`src/rtl/dbus_wishbone_bridge_if.sv`:
```
// Wishbone B4 classic single-master bus bundle between the data-port bridge and its slave.
// Latency: none, wires only.
// Backpressure: the slave throttles the master solely through wb_ack_i.
`timescale 1ns/1ps
interface dbus_wishbone_bridge_if;
  logic [31:0] wb_adr_o;
  logic [31:0] wb_dat_o;
  logic [31:0] wb_dat_i;
  logic        wb_we_o;
  logic [3:0]  wb_sel_o;
  logic        wb_stb_o;
  logic        wb_cyc_o;
  logic        wb_ack_i;

  // Bridge side: drives the cycle, samples read data and acknowledge.
  modport master (
    output wb_adr_o,
    output wb_dat_o,
    output wb_we_o,
    output wb_sel_o,
    output wb_stb_o,
    output wb_cyc_o,
    input  wb_dat_i,
    input  wb_ack_i
  );

  // Slave side: the mirror image of the master view.
  modport slave (
    input  wb_adr_o,
    input  wb_dat_o,
    input  wb_we_o,
    input  wb_sel_o,
    input  wb_stb_o,
    input  wb_cyc_o,
    output wb_dat_i,
    output wb_ack_i
  );
endinterface

```
`src/rtl/dbus_wishbone_bridge.sv`:
```
// CPU data-RAM port to Wishbone B4 classic master bridge, with read-data hold and watchdog.
// Latency: 2 cycles minimum (IDLE issue + BUSY ack); the ack cycle returns read data combinationally.
// Backpressure: stallreq_o holds the pipeline until ack, flush or watchdog expiry; no new request while downstream stalls persist.
`timescale 1ns/1ps
module dbus_wishbone_bridge #(
  // BUSY cycles without ack before abort; 0 disables the watchdog. Usable range 0..65535.
  parameter int unsigned TIMEOUT_CYCLES = 255
) (
  input  logic                   clk,
  input  logic                   rst,
  input  logic [5:0]             stall_i,
  input  logic                   flush_i,
  input  logic                   cpu_ce_i,
  input  logic                   cpu_we_i,
  input  logic [31:0]            cpu_addr_i,
  input  logic [31:0]            cpu_data_i,
  input  logic [3:0]             cpu_sel_i,
  output logic [31:0]            cpu_data_o,
  output logic                   stallreq_o,
  output logic                   err_o,
  dbus_wishbone_bridge_if.master wb
);

  localparam logic [1:0] ST_IDLE       = 2'd0;
  localparam logic [1:0] ST_BUSY       = 2'd1;
  localparam logic [1:0] ST_WAIT_STALL = 2'd2;

  localparam logic        TMO_EN   = (TIMEOUT_CYCLES != 0);
  // Count value seen in the last BUSY cycle the slave is allowed before abort.
  localparam logic [15:0] TMO_LAST = TMO_EN ? 16'(TIMEOUT_CYCLES - 1) : 16'd0;

  logic [1:0]  state_q,     state_d;
  logic [31:0] wb_adr_q,    wb_adr_d;
  logic [31:0] wb_dat_q,    wb_dat_d;
  logic        wb_we_q,     wb_we_d;
  logic [3:0]  wb_sel_q,    wb_sel_d;
  logic        wb_cyc_q,    wb_cyc_d;
  logic [31:0] rd_buf_q,    rd_buf_d;
  logic [15:0] tmo_cnt_q,   tmo_cnt_d;
  logic        err_q,       err_d;

  logic        bus_drop;
  logic        tmo_hit;
  logic        stallreq_c;
  logic [31:0] cpu_data_c;

  assign tmo_hit = TMO_EN && (tmo_cnt_q == TMO_LAST);

  // Next-state, bus register and combinational CPU-side response logic.
  always_comb begin
    state_d    = state_q;
    wb_adr_d   = wb_adr_q;
    wb_dat_d   = wb_dat_q;
    wb_we_d    = wb_we_q;
    wb_sel_d   = wb_sel_q;
    wb_cyc_d   = wb_cyc_q;
    rd_buf_d   = rd_buf_q;
    tmo_cnt_d  = tmo_cnt_q;
    err_d      = 1'b0;
    bus_drop   = 1'b0;
    stallreq_c = 1'b0;
    cpu_data_c = 32'd0;

    case (state_q)
      ST_IDLE: begin
        if (cpu_ce_i && !flush_i) begin
          wb_adr_d   = cpu_addr_i;
          wb_dat_d   = cpu_data_i;
          wb_we_d    = cpu_we_i;
          wb_sel_d   = cpu_sel_i;
          wb_cyc_d   = 1'b1;
          tmo_cnt_d  = 16'd0;
          rd_buf_d   = 32'd0;
          state_d    = ST_BUSY;
          stallreq_c = 1'b1;
        end
      end

      ST_BUSY: begin
        if (flush_i) begin
          // A coincident ack is dropped; a write may already be committed at the slave.
          bus_drop = 1'b1;
          rd_buf_d = 32'd0;
          state_d  = ST_IDLE;
        end else if (wb.wb_ack_i) begin
          bus_drop = 1'b1;
          if (!wb_we_q) begin
            rd_buf_d   = wb.wb_dat_i;
            cpu_data_c = wb.wb_dat_i;
          end
          state_d = (stall_i != 6'd0) ? ST_WAIT_STALL : ST_IDLE;
        end else if (tmo_hit) begin
          bus_drop = 1'b1;
          rd_buf_d = 32'd0;
          err_d    = 1'b1;
          state_d  = (stall_i != 6'd0) ? ST_WAIT_STALL : ST_IDLE;
        end else begin
          tmo_cnt_d  = (tmo_cnt_q == 16'hFFFF) ? tmo_cnt_q : tmo_cnt_q + 16'd1;
          stallreq_c = 1'b1;
        end
      end

      ST_WAIT_STALL: begin
        // Another stage still stalls: keep presenting the captured data to MEM.
        cpu_data_c = rd_buf_q;
        if (flush_i) begin
          rd_buf_d = 32'd0;
          state_d  = ST_IDLE;
        end else if (stall_i == 6'd0) begin
          state_d  = ST_IDLE;
        end
      end

      default: begin
        state_d = ST_IDLE;
      end
    endcase

    if (bus_drop) begin
      wb_adr_d = 32'd0;
      wb_dat_d = 32'd0;
      wb_we_d  = 1'b0;
      wb_sel_d = 4'd0;
      wb_cyc_d = 1'b0;
    end
  end

  // State and registered bus outputs; reset clears everything without waiting for the slave.
  always_ff @(posedge clk or negedge rst) begin
    if (!rst) begin
      state_q   <= ST_IDLE;
      wb_adr_q  <= 32'd0;
      wb_dat_q  <= 32'd0;
      wb_we_q   <= 1'b0;
      wb_sel_q  <= 4'd0;
      wb_cyc_q  <= 1'b0;
      rd_buf_q  <= 32'd0;
      tmo_cnt_q <= 16'd0;
      err_q     <= 1'b0;
    end else begin
      state_q   <= state_d;
      wb_adr_q  <= wb_adr_d;
      wb_dat_q  <= wb_dat_d;
      wb_we_q   <= wb_we_d;
      wb_sel_q  <= wb_sel_d;
      wb_cyc_q  <= wb_cyc_d;
      rd_buf_q  <= rd_buf_d;
      tmo_cnt_q <= tmo_cnt_d;
      err_q     <= err_d;
    end
  end

  // Combinational CPU outputs are forced low while reset is held, even with ce asserted.
  assign stallreq_o  = rst & stallreq_c;
  assign cpu_data_o  = rst ? cpu_data_c : 32'd0;
  assign err_o       = err_q;

  // Classic single cycles: strobe and cycle always move together.
  assign wb.wb_adr_o = wb_adr_q;
  assign wb.wb_dat_o = wb_dat_q;
  assign wb.wb_we_o  = wb_we_q;
  assign wb.wb_sel_o = wb_sel_q;
  assign wb.wb_cyc_o = wb_cyc_q;
  assign wb.wb_stb_o = wb_cyc_q;

endmodule

```
`src/flat_wrapper.sv`:
```
// flat-port wrapper written by rule: the top's interface ports become plain ports
module dbus_wishbone_bridge_flat 
#(
                                                                                          
  parameter int unsigned TIMEOUT_CYCLES = 255
)
  (clk, rst, stall_i, flush_i, cpu_ce_i, cpu_we_i, cpu_addr_i, cpu_data_i, cpu_sel_i, cpu_data_o, stallreq_o, err_o, wb_wb_adr_o, wb_wb_dat_o, wb_wb_we_o, wb_wb_sel_o, wb_wb_stb_o, wb_wb_cyc_o, wb_wb_dat_i, wb_wb_ack_i);
  dbus_wishbone_bridge_if wb_i ();
  input  logic clk;
  input  logic rst;
  input  logic [5:0] stall_i;
  input  logic flush_i;
  input  logic cpu_ce_i;
  input  logic cpu_we_i;
  input  logic [31:0] cpu_addr_i;
  input  logic [31:0] cpu_data_i;
  input  logic [3:0] cpu_sel_i;
  output logic [31:0] cpu_data_o;
  output logic stallreq_o;
  output logic err_o;
  output wire logic [$bits(wb_i.wb_adr_o)-1:0] wb_wb_adr_o;
  output wire logic [$bits(wb_i.wb_dat_o)-1:0] wb_wb_dat_o;
  output wire logic [$bits(wb_i.wb_we_o)-1:0] wb_wb_we_o;
  output wire logic [$bits(wb_i.wb_sel_o)-1:0] wb_wb_sel_o;
  output wire logic [$bits(wb_i.wb_stb_o)-1:0] wb_wb_stb_o;
  output wire logic [$bits(wb_i.wb_cyc_o)-1:0] wb_wb_cyc_o;
  input wire logic [$bits(wb_i.wb_dat_i)-1:0] wb_wb_dat_i;
  input wire logic [$bits(wb_i.wb_ack_i)-1:0] wb_wb_ack_i;
  assign wb_wb_adr_o = wb_i.wb_adr_o;
  assign wb_wb_dat_o = wb_i.wb_dat_o;
  assign wb_wb_we_o = wb_i.wb_we_o;
  assign wb_wb_sel_o = wb_i.wb_sel_o;
  assign wb_wb_stb_o = wb_i.wb_stb_o;
  assign wb_wb_cyc_o = wb_i.wb_cyc_o;
  assign wb_i.wb_dat_i = wb_wb_dat_i;
  assign wb_i.wb_ack_i = wb_wb_ack_i;
  dbus_wishbone_bridge #(.TIMEOUT_CYCLES(TIMEOUT_CYCLES)) u_core (.clk(clk), .rst(rst), .stall_i(stall_i), .flush_i(flush_i), .cpu_ce_i(cpu_ce_i), .cpu_we_i(cpu_we_i), .cpu_addr_i(cpu_addr_i), .cpu_data_i(cpu_data_i), .cpu_sel_i(cpu_sel_i), .cpu_data_o(cpu_data_o), .stallreq_o(stallreq_o), .err_o(err_o), .wb(wb_i));
endmodule
```
`config.mk`:
```
export PLATFORM = sky130hd
export DESIGN_NAME = dbus_wishbone_bridge_flat
export DESIGN_NICKNAME = d
export VERILOG_FILES = /design/src/rtl/dbus_wishbone_bridge_if.sv /design/src/rtl/dbus_wishbone_bridge.sv /design/src/flat_wrapper.sv
export SDC_FILE = /design/constraint.sdc
export NUM_CORES = 1
export LEC_CHECK = 0
export ABC_AREA = 1
export CAP_MARGIN = 20
export CORE_MARGIN = 2
export CORE_UTILIZATION = 46
export DETAILED_ROUTE_END_ITERATION = 10
export GPL_TIMING_DRIVEN = 1
export HOLD_SLACK_MARGIN = 0.08
export PLACE_DENSITY = 0.86
export SLEW_MARGIN = 20
export SYNTH_ARGS = -nofsm -noshare
export SYNTH_HDL_FRONTEND = slang
export SYNTH_SLANG_ARGS = --single-unit
```
`constraint.sdc`:
```
create_clock -name clk -period 2.4 [get_ports clk]
set_input_delay 0.72 -clock clk [delete_from_list [all_inputs] [get_ports clk]]
set_output_delay 0.72 -clock clk [all_outputs]
set_load 0.01 [all_outputs]
```
==> results.json <==
{
  "outcome": "complete, but fails checks",
  "violations": "negative setup slack",
  "cp.required_ns": 1.68,
  "avgSynthCellArea_um2": 7.35,
  "ir_worst_vdd_uv": 688,
  "start_util_pct": 47.1,
  "clock_path_buffers": 2,
  "cp_slowest_stage_delay_ns": 0.33,
  "finalCritPeriodShare_pct": 126,
  "final_antenna_net_count": 0,
  "fin_area_um2": 10700,
  "path_cells": "clkdlybuf4s15_1 -> inv_2 -> and3_4 -> buf_12 -> buf_16 -> nand2_4 -> inv_2 -> nand2_1 -> a21oi_2 -> buf_2",
  "reg2reg_slack_ns": -0.29,
  "overflow": 0,
  "fin_hold_ws_ns": 0.333,
  "fin_nets": 1300,
  "hold_viol_final": 0,
  "die-area_um2": 14500,
  "num_antenna_cells": 0,
  "placed_cells": 1260,
  "synth_cell_type_count": 29,
  "final_cell_mix": "276 x nand2_1, 190 x nand3_1, 180 x clkdlybuf4s50_1, 121 x dfrtp_1, 99 x buf_4",
  "numClockSinks": 121,
  "layout-drive-gt1-share_pct": 27.7,
  "track_usage_pct": 31.9,
  "cts_tree": "built",
  "clkLatencyLatePin_ns": 0.42,
  "grt_setup_unrepaired": "yes",
  "ios": 217,
  "maxCapViolCount": 0,
  "grt_max_degree": 78,
  "dpl.hpwl_mm": 12.9,
  "fmax_mhz": 330,
  "path_class": "primary input to primary output",
  "critPathMaxFanout": 7,
  "skew_ns": 0.00866,
  "ys_seq_area_share_pct": 48.6,
  "drc": 0,
  "cts_root_buf": "clkbuf_16",
  "async_flop_share_pct": 100,
  "dp_slack_ns": -0.943,
  "slew_viol_final": 0,
  "wl_per_cell_um": 18.6,
  "syn_to_final_growth_pct": 71.6,
  "reg2reg_depth": 19,
  "holdBufCountCts": 0,
  "detail_route.iter0.violations": 789,
  "fin_tns_setup_ns": -11.78,
  "start_kind": "primary input",
  "fp-row-count": 42,
  "p_per_area_nw_per_um2": 967,
  "clkTransAtPathRegs_ns": 0.06,
  "die_x_um": 120,
  "setup_viol": 36,
  "ys_ff_latch": 121,
  "r2r-start": "u_core.state_q[0]",
  "setup_slack_ns": -0.632,
  "ys_warn_count": 0,
  "viasPerCell": 5.57,
  "ys_dominant_reg_cell": "dfrtp_1",
  "power.leakage_nw": 5.48,
  "chipHeight_um": 120,
  "routed_wl_mm": 25.6,
  "cp_slowest_cell": "a21oi_2",
  "r2r_end": "u_core.rd_buf_q[19]",
  "antenna_found_initial": 0,
  "arrival_ns": 2.31,
  "drtPass1Iterations": 6,
  "worst_pin_slew_ns": 0.716,
  "netlist_area_um2": 6230,
  "port_buffers": 216,
  "min_period_ns": 3.03,
  "hp-class": "primary input to asynchronous set/reset pin",
  "cts_made_buffers": 17,
  "placeableCoreArea_um2": 13200,
  "place_congestion": 0.921,
  "grt_first_pass_wirelength_mm": 36.3,
  "dr_total_vias": 7637,
  "h-tree-depth": 4,
  "final_common_cell": "nand2_1",
  "synth_cells": 848,
  "critPathCaptureType": "primary output",
  "cp_common_cell": "inv_2",
  "layout.cells.non_filler": 1371,
  "grt_pass1_vias": 7206,
  "postLayoutCoreUtil_pct": 80.8,
  "dpl_cell_area_um2": 9050,
  "relSlewSlack_pct": 52.3,
  "synth_fp_nets": 966,
  "power.total_mw": 10.3,
  "synth_edf_count": 0
}
## synth_stat cells (2+ instances only)
library cell / count / share of area, %
buf_1: 7 / 0.42
nand2_2: 2 / 0.20
nor2_1: 36 / 2.2
nand4_1: 4 / 0.40
dfrtp_1: 121 / 49
o21ai_0: 5 / 0.40
buf_2: 23 / 1.8
ha_1: 6 / 1.2
nand2_1: 310 / 19
buf_4: 4 / 0.48
nand3_1: 195 / 16
inv_2: 2 / 0.12
a21oi_1: 37 / 3.0
nor3_1: 4 / 0.32
a31oi_1: 2 / 0.20
clkbuf_1: 24 / 1.4
inv_1: 54 / 3.3
## state kept, by name, indices dropped and copies added (netlist names)
signal / count
u_core.rd_buf_q: 32
u_core.wb.wb_adr_o: 32
u_core.wb.wb_dat_o: 32
u_core.tmo_cnt_q: 16
u_core.wb.wb_sel_o: 4
u_core.state_q: 2
u_core.err_o: 1
u_core.wb.wb_cyc_o: 1
u_core.wb.wb_we_o: 1
## repair_timing
item	in CTS	in global routing
resized for setup	230	78
pin swaps	20	30
setup endpoints to repair	33	37
buffers inserted	62	16
gates cloned	5	2
## how the worst max path moves through the flow
stage	from	end	slack [ns]	cells past startpoint
2_1_floorplan	flush_i	cpu_data_o[10]	-0.05	8
3_3_place_gp	flush_i	cpu_data_o[3]	-0.88	9
3_5_place_dp	flush_i	cpu_data_o[3]	-0.94	9
4_1_cts	u_core.state_q[1]	cpu_data_o[21]	-0.36	11
5_1_grt	u_core.state_q[1]	cpu_data_o[29]	-0.64	10
6_report	flush_i	cpu_data_o[29]	-0.63	10
## power breakdown
group	switching, mW	internal, mW	total [mW]
sequential	0.374	2.64	3.02
combinational	2.61	2.26	4.88
clock	0.942	1.51	2.45
total	3.93	6.41	10.3
## routing by layer
metal	track usage (%)	vias up	part of all wire, %
met3	11.0	158	12
met4	15.8	0	6.3
met1	36.1	3587	35
li1	-	3398	-
met2	53.5	494	47
met5	0	-	0
## cell type report
type	instances	area [um^2]
multi-input cells	612	3070
repair buffers	373	3590
well taps	176	220
fillers	795	2550
inverters	57	218
clock inverters	10	93.8
flip-flops and latches	121	3030
clock buffers	22	474
## cells by family after synthesis
family | after synthesis | synth area share (%)
AND/OR/NAND/NOR | 554 | 37.8
flip-flops | 121 | 48.6
buffers and inverters | 115 | 7.63
AO/OA/AOI/OAI | 50 | 4.50
adder cells (fa/ha/maj) | 6 | 1.20
XOR/XNOR | 2 | 0.281
## critical path: cells and delay by family
kind / cells / cell delay [ns]
simple gates: 3 / 0.40
buf+inv: 6 / 0.84
compound gates: 1 / 0.33
(Power assumes the default switching activity.)
